===== src/rtl/fetch_unit.sv =====
// fetch_unit: IF stage and IF/ID pipeline register for the 5-stage MIPS core.
// Define FETCH_PERF_CNT_EN to build the bubble/redirect performance counters.
module fetch_unit #(
  parameter logic [31:0] RESET_PC  = 32'h0000_0000,
  parameter logic [31:0] NOP_INSTR = 32'h0000_0000
) (
  input  logic        clk,
  input  logic        reset_n,
  input  logic        stallF,
  input  logic        stallD,
  input  logic        pcsrcD,
  input  logic [31:0] pcbranchD,
  output logic        imem_req,
  output logic [31:0] imem_addr,
  input  logic        imem_rvalid,
  input  logic [31:0] imem_rdata,
  output logic [31:0] pcF,
  output logic [31:0] instrD,
  output logic [31:0] pcplus4D,
  output logic        validD,
  output logic [31:0] bubble_cnt,
  output logic [31:0] redirect_cnt
);

  typedef enum logic [1:0] {ISSUE, WAIT, HOLD} fetchState;

  fetchState   state;
  logic        kill;
  logic        redirect;
  logic        deliver;
  logic [31:0] pcPlus4;
  logic [31:0] holdInstr;
  logic [31:0] holdPc4;
  logic [31:0] deliverInstr;
  logic [31:0] deliverPc4;

  assign redirect  = pcsrcD & ~stallD;
  assign pcPlus4   = pcF + 32'd4;
  assign imem_req  = reset_n & (state == ISSUE) & ~stallF & ~redirect;
  assign imem_addr = pcF;

  always_comb begin
    // NOTE: every output gets a default first so no path can infer a latch.
    deliver      = 1'b0;
    deliverInstr = imem_rdata;
    deliverPc4   = pcPlus4;
    case (state)
      WAIT: deliver = imem_rvalid & ~kill & ~stallD & ~redirect;
      HOLD: begin
        deliver      = ~stallD & ~redirect;
        deliverInstr = holdInstr;
        deliverPc4   = holdPc4;
      end
      default: ;
    endcase
  end

  // NOTE: non-blocking assignments so every flop samples the pre-edge values.
  always_ff @(posedge clk or negedge reset_n) begin
    if (!reset_n) begin
      state    <= ISSUE;
      kill     <= 1'b0;
      pcF      <= RESET_PC;
      instrD   <= NOP_INSTR;
      pcplus4D <= '0;
      validD   <= 1'b0;
    end else begin
      if (redirect)     pcF <= pcbranchD;
      else if (deliver) pcF <= deliverPc4;

      if (!stallD) begin
        if (deliver) begin
          instrD   <= deliverInstr;
          pcplus4D <= deliverPc4;
          validD   <= 1'b1;
        end else begin
          instrD <= NOP_INSTR;
          validD <= 1'b0;
        end
      end

      case (state)
        ISSUE: if (imem_req) state <= WAIT;
        WAIT: begin
          if (imem_rvalid) begin
            kill <= 1'b0;
            // Stale or redirected data is dropped; a stalled decode parks it in HOLD.
            if (kill || redirect || !stallD) state <= ISSUE;
            else                             state <= HOLD;
          end else if (redirect) begin
            kill <= 1'b1;
          end
        end
        HOLD:    if (!stallD) state <= ISSUE;
        default: state <= ISSUE;
      endcase
    end
  end

  // NOTE: the hold buffer is datapath only read in HOLD after a capture, so it carries no reset.
  always_ff @(posedge clk) begin
    if (state == WAIT && imem_rvalid && !kill && stallD) begin
      holdInstr <= imem_rdata;
      holdPc4   <= pcPlus4;
    end
  end

`ifdef FETCH_PERF_CNT_EN
  always_ff @(posedge clk or negedge reset_n) begin
    if (!reset_n) begin
      bubble_cnt   <= '0;
      redirect_cnt <= '0;
    end else begin
      if (!stallD && !deliver) bubble_cnt <= bubble_cnt + 32'd1;
      if (redirect)            redirect_cnt <= redirect_cnt + 32'd1;
    end
  end
`else
  assign bubble_cnt   = '0;
  assign redirect_cnt = '0;
`endif

endmodule


===== config.mk =====
export PLATFORM = sky130hd
export DESIGN_NAME = fetch_unit
export DESIGN_NICKNAME = d
export VERILOG_FILES = /design/src/rtl/fetch_unit.sv
export SDC_FILE = /design/constraint.sdc
export NUM_CORES = 1
export LEC_CHECK = 0
export ABC_CLOCK_PERIOD_IN_PS = 3100
export BUFFER_PORTS_ARGS = -buffer_cell sky130_fd_sc_hd__buf_2
export CAP_MARGIN = 20
export CORE_MARGIN = 10
export CORE_UTILIZATION = 53
export CTS_BUF_LIST = sky130_fd_sc_hd__clkbuf_4 sky130_fd_sc_hd__clkbuf_8
export DETAILED_ROUTE_END_ITERATION = 12
export PLACE_DENSITY = 0.94
export SLEW_MARGIN = 20
export SYNTH_ARGS = -nofsm -noshare
export SYNTH_HDL_FRONTEND = slang
export SYNTH_SLANG_ARGS = --single-unit

===== constraint.sdc =====
create_clock -name clk -period 3.1 [get_ports clk]
set_clock_uncertainty 0.05 [all_clocks]
set_input_delay 0 -clock clk [delete_from_list [all_inputs] [get_ports clk]]
set_output_delay 0 -clock clk [all_outputs]
set_load 0.005 [all_outputs]

==> metrics.txt, run 1 <==
status finished, final reports clean; Die Wd around 140 microns; CTS buffer count 17; detailed-route DRC error count 0; Worst Path Arrival between 2 and 3 ns; WL final roughly 23000 microns; RePlAce Congestion about 0.86; Area growth syn-to-layout 21.94%; Fin. Hold Viols 0; Post-Place Cells 1060; EDFF count, synth between 60 and 70; setup violators final 0; Routed WL per cell ~20 microns; sequential share of the synthesized area 0.5464; initial drt markers between 400 and 500; Hold Path Class in2async; cell area after layout 9874 sq um; worst reg2reg endpoint imem_addr[24]$_DFFE_PN0P_; most common cell after layout, fill and taps aside buf_2; vias in the first global route between 6000 and 7000; fin nets just over 1000; Clk Latency, worst-skew pair 0.46 ns; ANT nets after route 0; largest net degree at the start of global routing 78; Mapped Avg Cell Area between 10 and 15 sq um; crit path from imem_addr[4]$_DFFE_PN0P_; Mapped Cells ~740; Setup TNS 0 ns; Hold WS 0.01072 ns; top cell type's share of synthesized area 0.3090; GRT overflow 0; maxcap violations 0; TritonRoute pass-1 iters 7; commonest non-fill, non-tap cells in the layout buf_2, nand2_1, dfrtp_1, dlygate4sd3_1; Syn Std Cell Area 8098 sq um; post-cts repair resize count 0; power per cell area 727.3 nW/um^2; Synth warnings 0; Max VDD drop roughly 0.54 mV; register bit total from synthesis around 160; Crit Path Class reg2reg; Achievable Freq about 0.42 GHz; critical path startpoint category flip-flop; reg2reg setup slack 0.70 ns; DR vias approximately 6400; top post-synthesis cells by area dfrtp_1, edfxtp_1, buf_4; Ant. Diodes 0; final setup margin 0.6983 ns; Port Buf Inserts a little under 200; Tot GR Track Use 0.2147; Area after DPL 8707 sq um; Ports 264; Post-synth ARST share 0.6098; Rows 45; WP data required 3.39 ns; first-pass GRT wire length ~35000 microns; die area roughly 21000 sq um; core footprint about 15000 sq um; hpwl dp 15240 microns; CTS tree built; CP Capture Type flip-flop; crit-path max FO 14; Vias per Instance 5.521; Initial Util 0.5367; Die Y roughly 140 microns; Top FF cell, synth dfrtp_1; Place WS 0.7617 ns; Unique masters post-synth 57; Final Instance Count excl. Fillers approximately 1200; Final Cycle Share 0.7747; clock root buffer clkbuf_8; Reg2Reg Depth 5; clock sink count between 150 and 200; Yosys top cell by area dfrtp_1; CP Capture Point imem_addr[24]$_DFFE_PN0P_; Tightest Pin Transition between 0.8 and 0.9 ns; H-tree depth 4; Slew headroom 0.4517; initial antenna violation count 0; Leak roughly 4.7 nW; Clock Path Buffers 2; layout cells sized above 1 0.2678; RSZ-0062 raised after global routing no; Clock transition at path regs about 0.08 ns; min cycle time layout roughly 2.4 ns; Slew Viols, Final 0; RR Startpoint imem_addr[4]$_DFFE_PN0P_
## critical path, stage by stage (launching register included)
cell     delay (ns)
dfrtp_1        0.49
and4_1         0.50
nand4_4        0.29
o31a_1         0.33
o311a_1        0.35
a211o_1        0.27
## registers in the layout, indices dropped and copies added, names as in the netlist
signal / count
imem_addr: 32
pcplus4D: 32
validD: 1
holdPc4: 32
kill: 1
instrD: 32
state: 2
holdInstr: 32
## report_power, final
group          leakage (nW)  total, mW  internal, mW  switching [mW]
logic                  2.53       2.09         0.941            1.15
clock network         0.252       1.89          1.11           0.780
registers              1.89       3.20          2.74           0.462
## worst min-delay path by stage
stage	startpoint	end	cells past startpoint
floorplan	reset_n	imem_addr[0]$_DFFE_PN0P_	0
global placement	reset_n	pcplus4D[3]$_DFFE_PN0P_	1
CTS	reset_n	kill$_DFFE_PN0P_	2
finish	reset_n	pcplus4D[19]$_DFFE_PN0P_	2
global route	reset_n	kill$_DFFE_PN0P_	2
detailed placement	reset_n	pcplus4D[3]$_DFFE_PN0P_	1
## stage by stage
stage / utilization / total power, mW
2_1_floorplan: - / 4.513
5_1_grt: 0.6544 / 7.588
4_1_cts: 0.6544 / 7.179
3_5_place_dp: 0.5770 / 5.229
6_report: 0.6544 / 7.182
3_3_place_gp: 0.5770 / 5.153
## cells by family after synthesis
logic type               after synthesis  share of synthesized area
AO/OA/AOI/OAI                        131                     0.1085
XOR/XNOR                              17                    0.01839
adder cells (fa/ha/maj)                4                   0.006181
buffers and inverters                149                     0.1258
flip-flops                           164                     0.5464
multiplexers                          40                    0.04944
other                                  1                  0.0004631
AND/OR/NAND/NOR                      233                     0.1449
## cell usage after synthesis, types with 11 or more instances
cell and number:
o21ai_0 49, a21oi_1 14, clkbuf_1 23, nand3_1 37, nor2_1 12, edfxtp_1 64, xnor2_1 13, buf_4 99
mux2i_1 40, and3_1 16, nor3_1 11, nand2_1 100, inv_1 11, dfrtp_1 100
## repair_timing
item                      4_1_cts  5_1_grt
hold endpoints to repair      136        0
buffers inserted                0        0
hold buffers                   67        0
## layout make-up
| class | count | area, sq um |
|---|---|---|
| Fill cell | 1115 | 5215 |
| Timing Repair Buffer | 275 | 1762 |
| Sequential cell | 164 | 4424 |
| Tap cell | 188 | 235.2 |
| Clock inverter | 11 | 220.2 |
| Clock buffer | 21 | 276.5 |
| Inverter | 11 | 41.29 |
| Multi-Input combinational cell | 489 | 2915 |
## layer usage
| metal | global-route usage | vias up | share of wire |
|---|---|---|---|
| met2 | 0.3528 | 341 | 0.49 |
| li1 | - | 2921 | - |
| met3 | 0.06337 | 32 | 0.094 |
| met4 | 0.07523 | 0 | 0.020 |
| met5 | 0 | - | 0 |
| met1 | 0.2636 | 3105 | 0.40 |
No activity file was read; power rests on OpenSTA's default activity.
==> run 2: changes to the inputs <==
ABC_CLOCK_PERIOD_IN_PS = 2200   (was 3100)
CORE_UTILIZATION = 48   (was 53)
PLACE_DENSITY = 0.9   (was 0.94)
clock period = 2.2 ns   (was 3.1 ns; I/O delays follow)
==> metrics.txt, run 2 (synthesis gave the netlist of run 1 again) <==
Register Area 4424 sq um (unchanged); Crit Path Class reg2reg; ANT nets after route 0 (unchanged); most common cell after layout, fill and taps aside buf_2; WP data required 2.48 ns (-0.91 ns); die area 22470 sq um (+8.9%); Clock Path Buffers 2 (unchanged); Initial Util 0.4883 (-0.04834); setup violators final 0 (unchanged); Worst Path Arrival 2.38 ns (-0.31 ns); CTS tree built; Die Wd 149.9 microns (+4.4%); RePlAce Congestion 0.8719 (+1.2%); Tot GR Track Use 0.2079 (-0.006727); post-CTS setup buffers 0 (unchanged); maxcap violations 0 (unchanged); Slew Viols, Final 0 (unchanged); initial antenna violation count 0 (unchanged); Port Buf Inserts 199 (unchanged); first-pass GRT wire length 37180 microns (+7.0%); RSZ-0062 raised after global routing no; detailed-route DRC error count 0 (unchanged); Slew headroom 0.5086 (+0.05692); core footprint 16580 sq um (+9.9%); Vias per Instance 5.355 (-3.0%); commonest non-fill, non-tap cells in the layout buf_2, nand2_1, dfrtp_1, dlygate4sd3_1; fin nets 1071 (+3.8%); CTS buffer count 17 (unchanged); Clock transition at path regs 0.09 ns (about the same); area of the multi-input gates 2920 sq um (+0.17%); Die Y 149.9 microns (+4.4%); vias in the first global route 6900 (+6.3%); Max VDD drop 0.5930 mV (+8.8%); TritonRoute pass-1 iters 6 (-1); layout cells sized above 1 0.2901 (+0.02233); Achievable Freq 0.4762 GHz (+14%); hpwl dp 16490 microns (+8.2%); WL final 23720 microns (+4.7%); Fin. Hold Viols 0 (unchanged); Clk Latency, worst-skew pair 0.45 ns (about the same); critical path startpoint category flip-flop; Area growth syn-to-layout 25.79%; clock root buffer clkbuf_8; CP Capture Type flip-flop; Final Util 0.6142 (-0.04016); crit-path max FO 6 (-8); GRT overflow 0 (unchanged); power per cell area 997.0 nW/um^2 (+37%); Routed WL per cell 19.27 microns (-1.5%); Tightest Pin Transition 0.7371 ns (-0.08538 ns); Rows 47 (+4.4%); DR vias 6592 (+3.0%); initial drt markers 611 (+51%); status finished, final reports clean; min cycle time layout 2.100 ns (-0.3019 ns); Hold Path Class in2reg; Setup TNS 0 ns (unchanged); Layout fillers 1290 (+16%); Ports 264 (unchanged); H-tree depth 4 (unchanged); Final Cycle Share 0.9544 (+0.1797); clock sink count 164 (unchanged); largest net degree at the start of global routing 54 (-31%); Leak 4.812 nW (+3.1%)
==> run 2: cell types whose count changed in the layout (fill, tap and decap cells not counted), moves of 2 or more <==
cell / before / now
dlygate4sd3_1: 67 / 73
buf_4: 8 / 40
bufinv_16: 6 / 4
clkinvlp_4: 0 / 3
==> run 2: through the flow <==
step	worst slack (ns)	power [mW]	instances	area (sq um)	hold slack, ns
6_report	0.1003	10.16	1231	10190	0.06711
5_1_grt	0.008647	10.74	1230	10180	0.08167
4_1_cts	0.1316	10.17	1230	10180	0.02910
3_5_place_dp	0.1591	7.643	1125	9007	0.1435
3_3_place_gp	0.2309	7.531	1125	9007	0.1411
2_1_floorplan	0.1227	6.356	802	8335	-0.3456
==> run 2: where the power goes <==
group / internal (mW) / leakage [nW] / switching, mW
registers: 3.86 / 1.89 / 0.414
logic: 1.53 / 2.71 / 1.93
clock network: 1.30 / 0.214 / 1.12
==> run 2: worst paths after layout <==
| check | startpoint | end | slack (ns) | cells past startpoint |
|---|---|---|---|---|
| min | pcsrcD | imem_addr[25]$_DFFE_PN0P_ | 0.07 | 4 |
| max in group asynchronous | reset_n | pcplus4D[7]$_DFFE_PN0P_ | 1.37 | 3 |
| min in group asynchronous | reset_n | imem_addr[25]$_DFFE_PN0P_ | 0.21 | 3 |
| max | imem_addr[26]$_DFFE_PN0P_ | pcplus4D[30]$_DFFE_PN0P_ | 0.10 | 5 |
| min reg2reg | pcplus4D[26]$_DFFE_PN0P_ | pcplus4D[26]$_DFFE_PN0P_ | 0.42 | 2 |
| max reg2reg | imem_addr[26]$_DFFE_PN0P_ | pcplus4D[30]$_DFFE_PN0P_ | 0.10 | 5 |
==> run 2: metal layers <==
metal | up-vias | global-route usage | share of wire
met5 | - | 0 | 0
met4 | 0 | 0.06997 | 0.024
met3 | 39 | 0.05676 | 0.085
met2 | 352 | 0.3432 | 0.48
met1 | 3208 | 0.2581 | 0.41
li1 | 2993 | - | -
==> run 2: area by class of cell <==
cell class	instances	share of cell area
diodes	1	0.0002457
clock buffers	20	0.02580
clock inverters	12	0.01744
inverters	11	0.004054
multi-input cells	489	0.2867
flip-flops and latches	164	0.4343
well taps	220	0.02702
repair buffers	314	0.2044
==> run 2: timing repair <==
item                                   4_1_cts  5_1_grt
gates resized for setup                      0        2
hold buffers                                73        0
endpoints found under the hold margin      199        0
setup endpoints to repair                    0        1
==> run 2: worst max-delay path, cell delays in order, from the launching register on <==
cell	delay [ns]
dfrtp_1	0.45
nand4_1	0.25
or2_1	0.33
or4_4	0.57
mux2i_1	0.22
nand3_1	0.10
